## config.mk

```make
export PLATFORM = sky130hd
export DESIGN_NAME = dice_sampler_flat
export DESIGN_NICKNAME = d
export VERILOG_FILES = /design/src/rtl/dice_if.sv /design/src/rtl/dice_sampler.sv /design/src/flat_wrapper.sv
export SDC_FILE = /design/constraint.sdc
export NUM_CORES = 1
export LEC_CHECK = 0
export BUFFER_PORTS_ARGS = -buffer_cell sky130_fd_sc_hd__clkbuf_2
export CORE_ASPECT_RATIO = 1.5
export CORE_MARGIN = 5
export CORE_UTILIZATION = 40
export CTS_CLUSTER_DIAMETER = 30
export DETAILED_ROUTE_END_ITERATION = 7
export SYNTH_ARGS = -nofsm -noshare
export SYNTH_HDL_FRONTEND = slang
export SYNTH_SLANG_ARGS = --single-unit
```

## constraint.sdc

```tcl
create_clock -name clock -period 3.6 [get_ports clock]
set_clock_uncertainty 0.2 [all_clocks]
set_input_delay 0.72 -clock clock [delete_from_list [all_inputs] [get_ports clock]]
set_output_delay 0.72 -clock clock [all_outputs]
set_load 0.01 [all_outputs]
```

## src/rtl/dice_if.sv

```systemverilog
// Bus bundle between a roll requester / generator and the dice sampler.
interface dice_if;
    logic       roll_req;
    logic [5:0] rnd;
    logic       adv;
    logic [2:0] die1;
    logic [2:0] die2;
    logic [3:0] sum;
    logic       valid;
    logic       busy;
    logic       fallback;

    modport master (
        output roll_req, rnd,
        input  adv, die1, die2, sum, valid, busy, fallback
    );

    modport slave (
        input  roll_req, rnd,
        output adv, die1, die2, sum, valid, busy, fallback
    );
endinterface

```

## src/rtl/dice_sampler.sv

```systemverilog
// Rolls two dice by rejection-sampling rnd[2:0] from an external shift-register
// generator, advancing the generator STEPS times before each sample.
module dice_sampler #(
    parameter int unsigned STEPS   = 3,
    parameter int unsigned MAX_TRY = 15
) (
    input  logic  clock,
    input  logic  rst,
    dice_if.slave bus
);

    localparam logic [2:0] S_IDLE = 3'd0;
    localparam logic [2:0] S_ADV1 = 3'd1;
    localparam logic [2:0] S_SMP1 = 3'd2;
    localparam logic [2:0] S_ADV2 = 3'd3;
    localparam logic [2:0] S_SMP2 = 3'd4;
    localparam logic [2:0] S_DONE = 3'd5;

    localparam logic [2:0] STEP_LAST = 3'(STEPS - 1);
    localparam logic [3:0] TRY_LAST  = 4'(MAX_TRY);

    logic [2:0] state_q, state_d;
    logic [2:0] step_q, step_d;
    logic [3:0] try_q, try_d;
    logic       adv_q, adv_d;
    logic [2:0] die1_q, die1_d;
    logic [2:0] die2_q, die2_d;
    logic [3:0] sum_q, sum_d;
    logic       valid_q, valid_d;
    logic       busy_q, busy_d;
    logic       fallback_q, fallback_d;

    logic [2:0] cand;
    logic       cand_ok;
    logic [2:0] pick;
    logic       take;

    // Candidate classification: 0 and 7 are rejects, forced to 1 and 6 on fallback.
    always_comb begin
        cand    = bus.rnd[2:0];
        cand_ok = (cand != 3'd0) && (cand != 3'd7);
        if (cand_ok) begin
            pick = cand;
        end else if (cand == 3'd0) begin
            pick = 3'd1;
        end else begin
            pick = 3'd6;
        end
        take = cand_ok || (try_q == TRY_LAST);
    end

    // Next-state and next-output logic.
    always_comb begin
        state_d    = state_q;
        step_d     = step_q;
        try_d      = try_q;
        die1_d     = die1_q;
        die2_d     = die2_q;
        sum_d      = sum_q;
        fallback_d = fallback_q;
        valid_d    = 1'b0;

        case (state_q)
            S_IDLE: begin
                if (bus.roll_req) begin
                    state_d    = S_ADV1;
                    step_d     = 3'd0;
                    try_d      = 4'd0;
                    fallback_d = 1'b0;
                end
            end
            S_ADV1, S_ADV2: begin
                if (step_q == STEP_LAST) begin
                    step_d  = 3'd0;
                    state_d = (state_q == S_ADV1) ? S_SMP1 : S_SMP2;
                end else begin
                    step_d = step_q + 3'd1;
                end
            end
            S_SMP1: begin
                if (take) begin
                    die1_d     = pick;
                    fallback_d = fallback_q | ~cand_ok;
                    try_d      = 4'd0;
                    state_d    = S_ADV2;
                end else begin
                    try_d   = try_q + 4'd1;
                    state_d = S_ADV1;
                end
            end
            S_SMP2: begin
                if (take) begin
                    die2_d     = pick;
                    sum_d      = 4'(die1_q) + 4'(pick);
                    fallback_d = fallback_q | ~cand_ok;
                    valid_d    = 1'b1;
                    state_d    = S_DONE;
                end else begin
                    try_d   = try_q + 4'd1;
                    state_d = S_ADV2;
                end
            end
            S_DONE: begin
                state_d = S_IDLE;
            end
            default: begin
                state_d = S_IDLE;
            end
        endcase

        adv_d  = (state_d == S_ADV1) || (state_d == S_ADV2);
        busy_d = (state_d != S_IDLE);
    end

    // State and registered outputs; synchronous reset wins over any transition.
    always_ff @(posedge clock) begin
        if (rst) begin
            state_q    <= S_IDLE;
            step_q     <= 3'd0;
            try_q      <= 4'd0;
            adv_q      <= 1'b0;
            die1_q     <= 3'd0;
            die2_q     <= 3'd0;
            sum_q      <= 4'd0;
            valid_q    <= 1'b0;
            busy_q     <= 1'b0;
            fallback_q <= 1'b0;
        end else begin
            state_q    <= state_d;
            step_q     <= step_d;
            try_q      <= try_d;
            adv_q      <= adv_d;
            die1_q     <= die1_d;
            die2_q     <= die2_d;
            sum_q      <= sum_d;
            valid_q    <= valid_d;
            busy_q     <= busy_d;
            fallback_q <= fallback_d;
        end
    end

    assign bus.adv      = adv_q;
    assign bus.die1     = die1_q;
    assign bus.die2     = die2_q;
    assign bus.sum      = sum_q;
    assign bus.valid    = valid_q;
    assign bus.busy     = busy_q;
    assign bus.fallback = fallback_q;

endmodule

```

## src/flat_wrapper.sv

```systemverilog
// flat-port wrapper written by rule: the top's interface ports become plain ports
module dice_sampler_flat 
#(
    parameter int unsigned STEPS   = 3,
    parameter int unsigned MAX_TRY = 15
)
  (clock, rst, bus_roll_req, bus_rnd, bus_adv, bus_die1, bus_die2, bus_sum, bus_valid, bus_busy, bus_fallback);
  dice_if bus_i ();
  input  logic clock;
  input  logic rst;
  input wire logic [$bits(bus_i.roll_req)-1:0] bus_roll_req;
  input wire logic [$bits(bus_i.rnd)-1:0] bus_rnd;
  output wire logic [$bits(bus_i.adv)-1:0] bus_adv;
  output wire logic [$bits(bus_i.die1)-1:0] bus_die1;
  output wire logic [$bits(bus_i.die2)-1:0] bus_die2;
  output wire logic [$bits(bus_i.sum)-1:0] bus_sum;
  output wire logic [$bits(bus_i.valid)-1:0] bus_valid;
  output wire logic [$bits(bus_i.busy)-1:0] bus_busy;
  output wire logic [$bits(bus_i.fallback)-1:0] bus_fallback;
  assign bus_i.roll_req = bus_roll_req;
  assign bus_i.rnd = bus_rnd;
  assign bus_adv = bus_i.adv;
  assign bus_die1 = bus_i.die1;
  assign bus_die2 = bus_i.die2;
  assign bus_sum = bus_i.sum;
  assign bus_valid = bus_i.valid;
  assign bus_busy = bus_i.busy;
  assign bus_fallback = bus_i.fallback;
  dice_sampler #(.STEPS(STEPS), .MAX_TRY(MAX_TRY)) u_core (.clock(clock), .rst(rst), .bus(bus_i));
endmodule
```

==> run summary <==
gpl congestion -> 0.792
placed insts -> 198
ys flop type -> dfxtp_1
Max Cap Viol -> 0
Total GRT Usage -> 13.4%
setup TNS -> 0 ps
maximum clock rate -> 417 MHz
crit-path max FO -> 8
Seq/Total Area, Yosys -> 37.5%
CTS buffer count -> 3
hold slack -> 283 ps
CP Capture Type -> flop
async set or reset register ratio after synthesis -> 0%
critical path data arrival time -> 2390 ps
Final Total Pwr -> 0.000509 W
largest family of logic cells by synthesized area -> compound AO/OA/AOI/OAI gates
CTS tree -> done
DP Wirelength -> 2.10 mm
Post-Route WL -> 2.82 mm
final hold violation count -> 0
Slew Limit Fails -> 0
RSZ-0062 raised after global routing -> false
crit path kind -> in2reg
post-synth cell types -> 43
Longest Clk Path Bufs -> 2
outcome -> complete, no violations
Synth Area in XOR/XNOR -> 2.05%
final setup violating endpoints -> 0
full die area -> 4460 sq um
number of synthesized flops with an enable pin -> 0
worst skew pair latency -> 260 ps
Post-CTS Resized -> 0
hold-fix buffer count after cts -> 0
clock slew at reported path FFs -> 80 ps
DIE WIDTH -> 56.2 um
Leak -> 0.564 nW
CTS sink cnt -> 24
pwr dens -> 354 nW/um^2
vias per std cell -> 5.52
Synth Area in Adders -> 6.24%
nets -> 177
CORE AREA -> 3130 sq um
mux contribution to synthesized area -> 1.56%
# diodes -> 0
net count after synthesis -> 162
Setup Fix Bufs, Post-CTS -> 0
pin count of the biggest net entering global routing -> 22
Compound-Gate Fraction of Synth Area -> 26.0%
hold crit path type -> reg2reg
vias in the first global route -> 1081
FF+latch count, synth -> 24
Final Critical Period -> 2400 ps
WL/cell -> 14.0 um
1st-pass router iterations -> 4
Synth Area in Simple Gates -> 21.1%
initial detailed-routing violation count -> 26
fin crit share -> 66.6%
DIE HEIGHT -> 79.4 um
Initial Util -> 41.0%
I/O Buffers -> 19
Critical Path RT -> 3590 ps
layout cells sized above 1 -> 18.5%
Synth Cell Area -> 1280 sq um
area grow syn2layout -> 12.1%
Ports -> 23
cell taking the most area after synthesis -> dfxtp_1
Detail Route Antenna Nets -> 0
Post-Layout Cell Count -> 202
Synth top area share -> 37.5%
critical path launch point type -> input port
post-synthesis cell count -> 148
Rows -> 25
maximum VDD drop -> 0.237 mV
routed vias -> 1115
grt ovf -> 0
number of synthesis warnings -> 0
Worst-Margin Slew -> 661 ps
Area contributors post-synth -> dfxtp_1, a21oi_1, o211ai_1, ha_1, nand3_1
initial antenna violation count -> 0
CTS H-tree depth -> 1
DRC -> 0
average cell area after synthesis -> 8.67 sq um
Root Buffer -> clkbuf_8
worst rel slew slack -> 55.4%
first-pass GRT wire length -> 4.84 mm
## report_power, final
group | switching, W | total [W] | internal [W] | leakage, nW
logic | 0.0000300 | 0.0000471 | 0.0000170 | 0.341
clock network | 0.0000868 | 0.000184 | 0.0000976 | 0.0288
registers | 0.00000729 | 0.000277 | 0.000270 | 0.195
## worst max-delay path, stage by stage
cell      delay (ps)
clkbuf_2         190
inv_1             80
maj3_1           400
ha_1             240
fa_1             520
nand3_1           80
a21oi_1          160
## cell usage after synthesis (3+ instances only)
cell / n
dfxtp_1: 24
a21oi_1: 17
nand3_1: 10
inv_1: 7
nor2_1: 7
o211ai_1: 7
a211oi_1: 6
o21ai_1: 6
o21ai_0: 5
clkbuf_1: 4
ha_1: 4
nor2b_1: 4
buf_2: 3
nand2_1: 3
nand2b_1: 3
nor3_1: 3
nor3_2: 3
## stage by stage
stage	util [%]	cell area [sq um]	setup WS, ps
finish	46.0	1440	1200
detailed placement	44.2	1380	891
floorplan	-	1280	1280
global placement	44.2	1380	942
global route	46.0	1440	1110
CTS	46.0	1440	1180
## layout make-up
type                            instances  area, sq um
Inverter                                7         26.3
Clock buffer                            4         55.1
Fill cell                             326         1690
Timing Repair Buffer                   19         95.1
Multi-Input combinational cell        108          731
Tap cell                               40         50.0
Sequential cell                        24          480
## cell usage in the layout, fill, tap and decap left out, drive strengths merged, types with 6 or more instances in the layout
cell type and instances:
dfxtp 24, clkbuf 23, a21oi 17, o21ai 12, nand3 10, inv 7
nor2 7, o211ai 7, a211oi 6, nor3 6
## cell families (layout without fill, tap and decap cells)
group,after synthesis,after routing
flops,24,24
simple gates,45,45
mux,2,2
compound gates,52,52
buf+inv,16,30
fa+ha+maj,6,6
xor+xnor,3,3
## routing by layer
metal	vias up	share of wire, %	wire length (um)	track usage [%]
met4	0	0.85	24	3.56
met5	-	0	0	0
met2	22	53	1490	25.3
met1	523	42	1200	15.0
li1	566	-	-	-
met3	4	4.0	112	2.60
## path summary, 6_finish.rpt
kind | startpoint | end | cells past startpoint | slack [ps]
worst max-delay path | bus_rnd[1] | u_core.bus.sum[1] | 7 | 1200
worst max register to register | u_core.state_q[0] | u_core.bus.sum[3] | 4 | 1730
worst min-delay path | u_core.bus.die2[2] | u_core.bus.die2[2] | 2 | 280
worst min register to register | u_core.bus.die2[2] | u_core.bus.die2[2] | 2 | 280
## sequential cells by signal (all words and copies together), names as in the netlist
signal and count:
u_core.bus.sum 4, u_core.try_q 4, u_core.bus.die1 3, u_core.bus.die2 3, u_core.state_q 3, u_core.step_q 3
u_core.bus.adv 1, u_core.bus.busy 1, u_core.bus.fallback 1, u_core.bus.valid 1
Note: power is estimated with default switching activity, not from simulation.
